[config.mk]
export PLATFORM = sky130hd
export DESIGN_NAME = vga_timing_gen
export DESIGN_NICKNAME = d
export VERILOG_FILES = /design/src/rtl/vga_timing_gen.sv
export SDC_FILE = /design/constraint.sdc
export NUM_CORES = 1
export LEC_CHECK = 0
export CAP_MARGIN = 10
export CORE_MARGIN = 4
export CORE_UTILIZATION = 38
export CTS_BUF_LIST = sky130_fd_sc_hd__clkbuf_8 sky130_fd_sc_hd__clkbuf_16
export CTS_CLUSTER_DIAMETER = 30
export CTS_CLUSTER_SIZE = 28
export DETAILED_ROUTE_END_ITERATION = 8
export PLACE_DENSITY = 0.7
export SYNTH_ARGS = -nofsm -noshare
export SYNTH_HDL_FRONTEND = slang
export SYNTH_SLANG_ARGS = --single-unit
[constraint.sdc]
create_clock -name CLOCK_50 -period 4.95 [get_ports CLOCK_50]
set_input_delay 0.7425 -clock CLOCK_50 [delete_from_list [all_inputs] [get_ports CLOCK_50]]
set_output_delay 0.7425 -clock CLOCK_50 [all_outputs]
set_load 0.01 [all_outputs]
[src/rtl/vga_timing_gen.sv]
// 640x480@60 VGA timing from CLOCK_50 with a divide-by-2 pixel enable.
// Sync/blank are delayed by RENDER_LATENCY cycles to align with the renderer's colour register.
module vga_timing_gen #(
    parameter int unsigned H_SYNC         = 96,
    parameter int unsigned H_BACK         = 48,
    parameter int unsigned H_ACTIVE       = 640,
    parameter int unsigned H_FRONT        = 16,
    parameter int unsigned V_SYNC         = 2,
    parameter int unsigned V_BACK         = 33,
    parameter int unsigned V_ACTIVE       = 480,
    parameter int unsigned V_FRONT        = 10,
    parameter int unsigned RENDER_LATENCY = 1
) (
    input  logic        CLOCK_50,
    input  logic        reset,
    output logic [9:0]  VGA_X,
    output logic [9:0]  VGA_Y,
    output logic        VGA_CLK,
    output logic        VGA_HS,
    output logic        VGA_VS,
    output logic        VGA_BLANK_N,
    output logic        VGA_SYNC_N,
    output logic        pixel_active,
    output logic        line_tick,
    output logic        frame_tick,
    output logic [15:0] frame_count
);

    localparam int unsigned H_TOTAL = H_SYNC + H_BACK + H_ACTIVE + H_FRONT;
    localparam int unsigned V_TOTAL = V_SYNC + V_BACK + V_ACTIVE + V_FRONT;

    localparam logic [9:0] H_LAST      = 10'(H_TOTAL - 1);
    localparam logic [9:0] H_SYNC_END  = 10'(H_SYNC);
    localparam logic [9:0] H_ACT_START = 10'(H_SYNC + H_BACK);
    localparam logic [9:0] H_ACT_END   = 10'(H_SYNC + H_BACK + H_ACTIVE);
    localparam logic [9:0] V_LAST      = 10'(V_TOTAL - 1);
    localparam logic [9:0] V_SYNC_END  = 10'(V_SYNC);
    localparam logic [9:0] V_ACT_START = 10'(V_SYNC + V_BACK);
    localparam logic [9:0] V_ACT_END   = 10'(V_SYNC + V_BACK + V_ACTIVE);

    logic        pix_en_q;
    logic [9:0]  x_q, x_d;
    logic [9:0]  y_q, y_d;
    logic [15:0] frame_count_q, frame_count_d;
    logic        line_tick_q, line_tick_d;
    logic        frame_tick_q, frame_tick_d;

    logic hs_raw, vs_raw, blank_raw;

    always_comb begin
        x_d           = x_q;
        y_d           = y_q;
        frame_count_d = frame_count_q;
        line_tick_d   = 1'b0;
        frame_tick_d  = 1'b0;
        if (pix_en_q) begin
            if (x_q == H_LAST) begin
                x_d         = '0;
                line_tick_d = 1'b1;
                if (y_q == V_LAST) begin
                    y_d           = '0;
                    frame_count_d = frame_count_q + 16'd1;
                    frame_tick_d  = 1'b1;
                end else begin
                    y_d = y_q + 10'd1;
                end
            end else begin
                x_d = x_q + 10'd1;
            end
        end
    end

    always_ff @(posedge CLOCK_50 or posedge reset) begin
        if (reset) begin
            pix_en_q      <= 1'b0;
            x_q           <= '0;
            y_q           <= '0;
            frame_count_q <= '0;
            line_tick_q   <= 1'b0;
            frame_tick_q  <= 1'b0;
        end else begin
            pix_en_q      <= ~pix_en_q;
            x_q           <= x_d;
            y_q           <= y_d;
            frame_count_q <= frame_count_d;
            line_tick_q   <= line_tick_d;
            frame_tick_q  <= frame_tick_d;
        end
    end

    assign pixel_active = (x_q >= H_ACT_START) && (x_q < H_ACT_END) &&
                          (y_q >= V_ACT_START) && (y_q < V_ACT_END);

    assign hs_raw    = ~(x_q < H_SYNC_END);
    assign vs_raw    = ~(y_q < V_SYNC_END);
    assign blank_raw = pixel_active;

    generate
        if (RENDER_LATENCY == 0) begin : g_no_delay
            assign VGA_HS      = hs_raw;
            assign VGA_VS      = vs_raw;
            assign VGA_BLANK_N = blank_raw;
        end else begin : g_delay
            logic [RENDER_LATENCY-1:0] hs_pipe_q;
            logic [RENDER_LATENCY-1:0] vs_pipe_q;
            logic [RENDER_LATENCY-1:0] blank_pipe_q;

            // Stage 0 takes the decode; each later stage shifts from the one before.
            always_ff @(posedge CLOCK_50 or posedge reset) begin
                if (reset) begin
                    hs_pipe_q    <= '1;
                    vs_pipe_q    <= '1;
                    blank_pipe_q <= '0;
                end else begin
                    hs_pipe_q[0]    <= hs_raw;
                    vs_pipe_q[0]    <= vs_raw;
                    blank_pipe_q[0] <= blank_raw;
                    for (int unsigned i = 1; i < RENDER_LATENCY; i++) begin
                        hs_pipe_q[i]    <= hs_pipe_q[i-1];
                        vs_pipe_q[i]    <= vs_pipe_q[i-1];
                        blank_pipe_q[i] <= blank_pipe_q[i-1];
                    end
                end
            end

            assign VGA_HS      = hs_pipe_q[RENDER_LATENCY-1];
            assign VGA_VS      = vs_pipe_q[RENDER_LATENCY-1];
            assign VGA_BLANK_N = blank_pipe_q[RENDER_LATENCY-1];
        end
    endgenerate

    assign VGA_X       = x_q;
    assign VGA_Y       = y_q;
    assign VGA_CLK     = pix_en_q;
    assign VGA_SYNC_N  = 1'b0;
    assign line_tick   = line_tick_q;
    assign frame_tick  = frame_tick_q;
    assign frame_count = frame_count_q;

endmodule

==> qor.log <==
qor: route.detail_route.wl_per_cell 12.8 um
qor: synth.synth_compound_gate_area_share 4.28%
qor: sta.max_slew.worst_pin.slew 0.649 ns
qor: critical_path.worstSetupStartpointType flop
qor: pwr.total_leakage_power 1.16 nW
qor: critical_path.endpoint_kind primary output
qor: cells_and_area.antenna_cells_inserted 0
qor: synth.synthDistinctLibCells 36
qor: clock_tree.tritoncts.num_buffers 5
qor: synth.yosys.area_share.simple 22.7%
qor: sta.timing.max_slew.rel_slack 56.4%
qor: clock_tree.postCtsSetupBuffers 0
qor: route.drc_errors 0
qor: route.final_antenna_net_count 0
qor: floorplanning.fp.dieArea 0.00645 mm^2
qor: floorplanning.fp.coreArea 0.00507 mm^2
qor: synth.synth_top_family_by_area simple AND/OR/NAND/NOR gates
qor: sta.min_period 3.00 ns
qor: sta.timing.final.max_slew_violations 0
qor: sta.timing.fmax 333 MHz
qor: sta.worst_clock_skew_on_the_final_layout 0.00946 ns
qor: clock_tree.buffer_cell_driving_the_clock_tree_root sky130_fd_sc_hd__clkbuf_8
qor: sta.timing.final.hold_violations 0
qor: pwr.vdd_ir_drop_max 0.000114 V
qor: synth.synth.area.top_cells sky130_fd_sc_hd__dfrtp_1 50%, sky130_fd_sc_hd__xnor2_1 8.4%, sky130_fd_sc_hd__xor2_1 4.0%
qor: route.route.vias.total 1489
qor: critical_path.critPathRequiredTime 4.21 ns
qor: global_route.grt_antenna_before_repair 0
qor: job.drv_cap 0
qor: synth.synth.ff_latch_count 42
qor: cells_and_area.area.growth.synth_to_final 30.7%
qor: clock_tree.register_clock_pin_slew_on_the_reported_worst_setup_and_hold_paths 0.08 ns
qor: sta.timing.final.crit_share 60.6%
qor: sta.finalSetupViolations 0
qor: critical_path.crit_path_max_incr_delay 0.60 ns
qor: cells_and_area.drive_above_1_share 7.26%
qor: synth.yosysWarnings 0
qor: global_route.grt_max_degree 43
qor: critical_path.timing.rr.start VGA_X[0]
qor: synth.area_leader_netlist sky130_fd_sc_hd__dfrtp_1
qor: synth.synth-async-reset-ratio 100%
qor: synth.number_of_enable_type_register_cells_in_the_synthesized_netlist 0
qor: sta.worst_hold_slack 0.477 ns
qor: cells_and_area.filler_cell_count 493
qor: critical_path.sequence_of_cells_on_the_critical_path or3_1 > nor3_1 > nor2_1 > a311oi_1 > clkdlybuf4s50_1
qor: worst_hold_path.holdCritStartpoint frame_count[15]
qor: critical_path.path_class reg -> out
qor: clock_tree.ctsResizeCount 0
qor: route.drt-pass1-iter-count 4
qor: global_route.grt_util_all_layers 13.3%
qor: critical_path.critical_path_arrival 2.26 ns
qor: clock_tree.clk-insertion-delay-late 0.29 ns
qor: route.initialDrtViolationCount 75
qor: synth.synthesis.area 0.00199 mm^2
qor: floorplanning.chipHeight 80.3 um
qor: synth.yosys-mux-area-fraction 1.07%
qor: sta.grt_setup_unrepaired no
qor: synth.yosysTopAreaCellShare 50.4%
qor: global_route.grt_pass1_wl 6890 um
qor: cells_and_area.fin_util 51.2%
qor: clock_tree.postCtsHoldBufs 0
qor: worst_hold_path.timing.hold.worst.class reg -> reg
qor: sta.totalNegativeSetupSlack 0 ns
qor: synth.postSynthCellCount 187
qor: run_status.outcome complete, no violations
qor: floorplanning.die_width 80.3 um
qor: synth.synthesis.nets 194
qor: clock_tree.clock_path_buffers 2
qor: synth.avgSynthCellArea 10.6 um^2
qor: synth.post_synth_fa_ha_maj_area_fraction 3.15%
qor: pwr.power_per_cell_area 236 mW/mm^2
qor: placed_design.place.gp.congestion 0.829
qor: critical_path.crit_start VGA_Y[2]
qor: floorplanning.io-pin-count 46
qor: route.postRouteWirelength 3900 um
qor: critical_path.critical_path_peak_fanout 5
qor: placed_design.portBuffers 44
qor: clock_tree.tritoncts built
qor: cells_and_area.mostFrequentLayoutCells 44 x sky130_fd_sc_hd__clkdlybuf4s50_1, 40 x sky130_fd_sc_hd__dfrtp_1, 19 x sky130_fd_sc_hd__xnor2_1
qor: cells_and_area.layout.nets 240
qor: cells_and_area.final_common_cell sky130_fd_sc_hd__clkdlybuf4s50_1
qor: critical_path.master_of_the_slowest_instance_on_the_critical_path sky130_fd_sc_hd__clkdlybuf4s50_1
qor: floorplanning.initial_utilization 39.2%
qor: clock_tree.cts_sinks 42
qor: synth.yosys_most_used_dff sky130_fd_sc_hd__dfrtp_1
qor: synth.synth_xor_area_share 12.3%
qor: global_route.grt_remaining_overflow 0
qor: clock_tree.htreeDepth 2
qor: route.routed_via_density 4.90
qor: floorplanning.num_rows 26
qor: global_route.first_global_vias 1480
qor: synth.sequential_element_share_of_the_synthesized_area 53.0%
qor: placed_design.place.detailed.hpwl 2860 um
[through the flow]
stage          instances  cell area, um^2  power [mW]  setup slack [ns]
4_1_cts              304             2600       0.623              1.92
3_5_place_dp         296             2490       0.359              2.24
6_report             304             2600       0.612              1.95
2_1_floorplan        187             1990       0.356              2.66
3_3_place_gp         296             2490       0.358              2.29
5_1_grt              304             2600       0.635              1.73
[sequential cells by signal, summed over array words and instances, names as in the netlist]
name	count
frame_count	16
VGA_VS	1
VGA_Y	10
VGA_BLANK_N	1
VGA_HS	1
frame_tick	1
VGA_X	10
line_tick	1
VGA_CLK	1
[final cells by class]
class | count | area [um^2] | area share, %
Clock inverter | 3 | 40.0 | 1.54
Clock buffer | 5 | 68.8 | 2.65
Inverter | 8 | 30.0 | 1.16
Timing Repair Buffer | 45 | 448 | 17.3
Sequential cell | 42 | 1050 | 40.6
Multi-Input combinational cell | 131 | 868 | 33.4
Tap cell | 70 | 87.6 | 3.37
[synth_stat cells (all sizes together), types with 4 or more instances]
cell type,number
or4,4
nor3,7
inv,8
nand4,6
ha,5
o21ai,7
xor2,9
dfrtp,40
nor2,15
nand3,15
xnor2,19
and4,4
nand2,16
and3,5
[kinds of logic (layout without fill, tap and decap cells)]
| logic type | Yosys count | count (layout) |
|---|---|---|
| AND/OR/NAND/NOR | 81 | 81 |
| flip-flops | 42 | 42 |
| XOR/XNOR | 28 | 28 |
| AO/OA/AOI/OAI | 14 | 14 |
| buffers and inverters | 14 | 61 |
| adder cells (fa/ha/maj) | 5 | 5 |
| multiplexers | 2 | 2 |
| other | 1 | 1 |
[per-layer routing]
layer | GRT usage (%) | wire length [um] | up-vias | part of all wire, %
met2 | 20.2 | 1770 | 34 | 45
met5 | 0 | 0 | - | 0
met1 | 18.7 | 1930 | 727 | 49
li1 | - | - | 726 | -
met3 | 4.15 | 190 | 2 | 4.9
met4 | 3.04 | 15 | 0 | 0.38
[power by group]
part / internal (mW) / leakage (nW) / switching [mW]
registers: 0.343 / 0.565 / 0
clock network: 0.148 / 0.0579 / 0.112
logic: 0.00126 / 0.537 / 0.00697
total: 0.493 / 1.16 / 0.119
[critical path, delay by kind of cell, from the launching register on]
kind                   cells  cell delay, ns
flip-flops                 1            0.43
buffers and inverters      1            0.60
AND/OR/NAND/NOR            3            0.70
AO/OA/AOI/OAI              1            0.25
[path summary, 6_finish.rpt]
path	cells after the start	to	slack, ns
min in group asynchronous	3	frame_count[14]	0.88
hold reg to reg	1	frame_count[15]	0.48
setup reg to reg	7	frame_count[13]	2.59
setup / recovery	5	pixel_active	1.95
hold / removal	1	frame_count[15]	0.48
max in group asynchronous	3	VGA_HS	3.67
No activity file was read; power rests on OpenSTA's default activity.
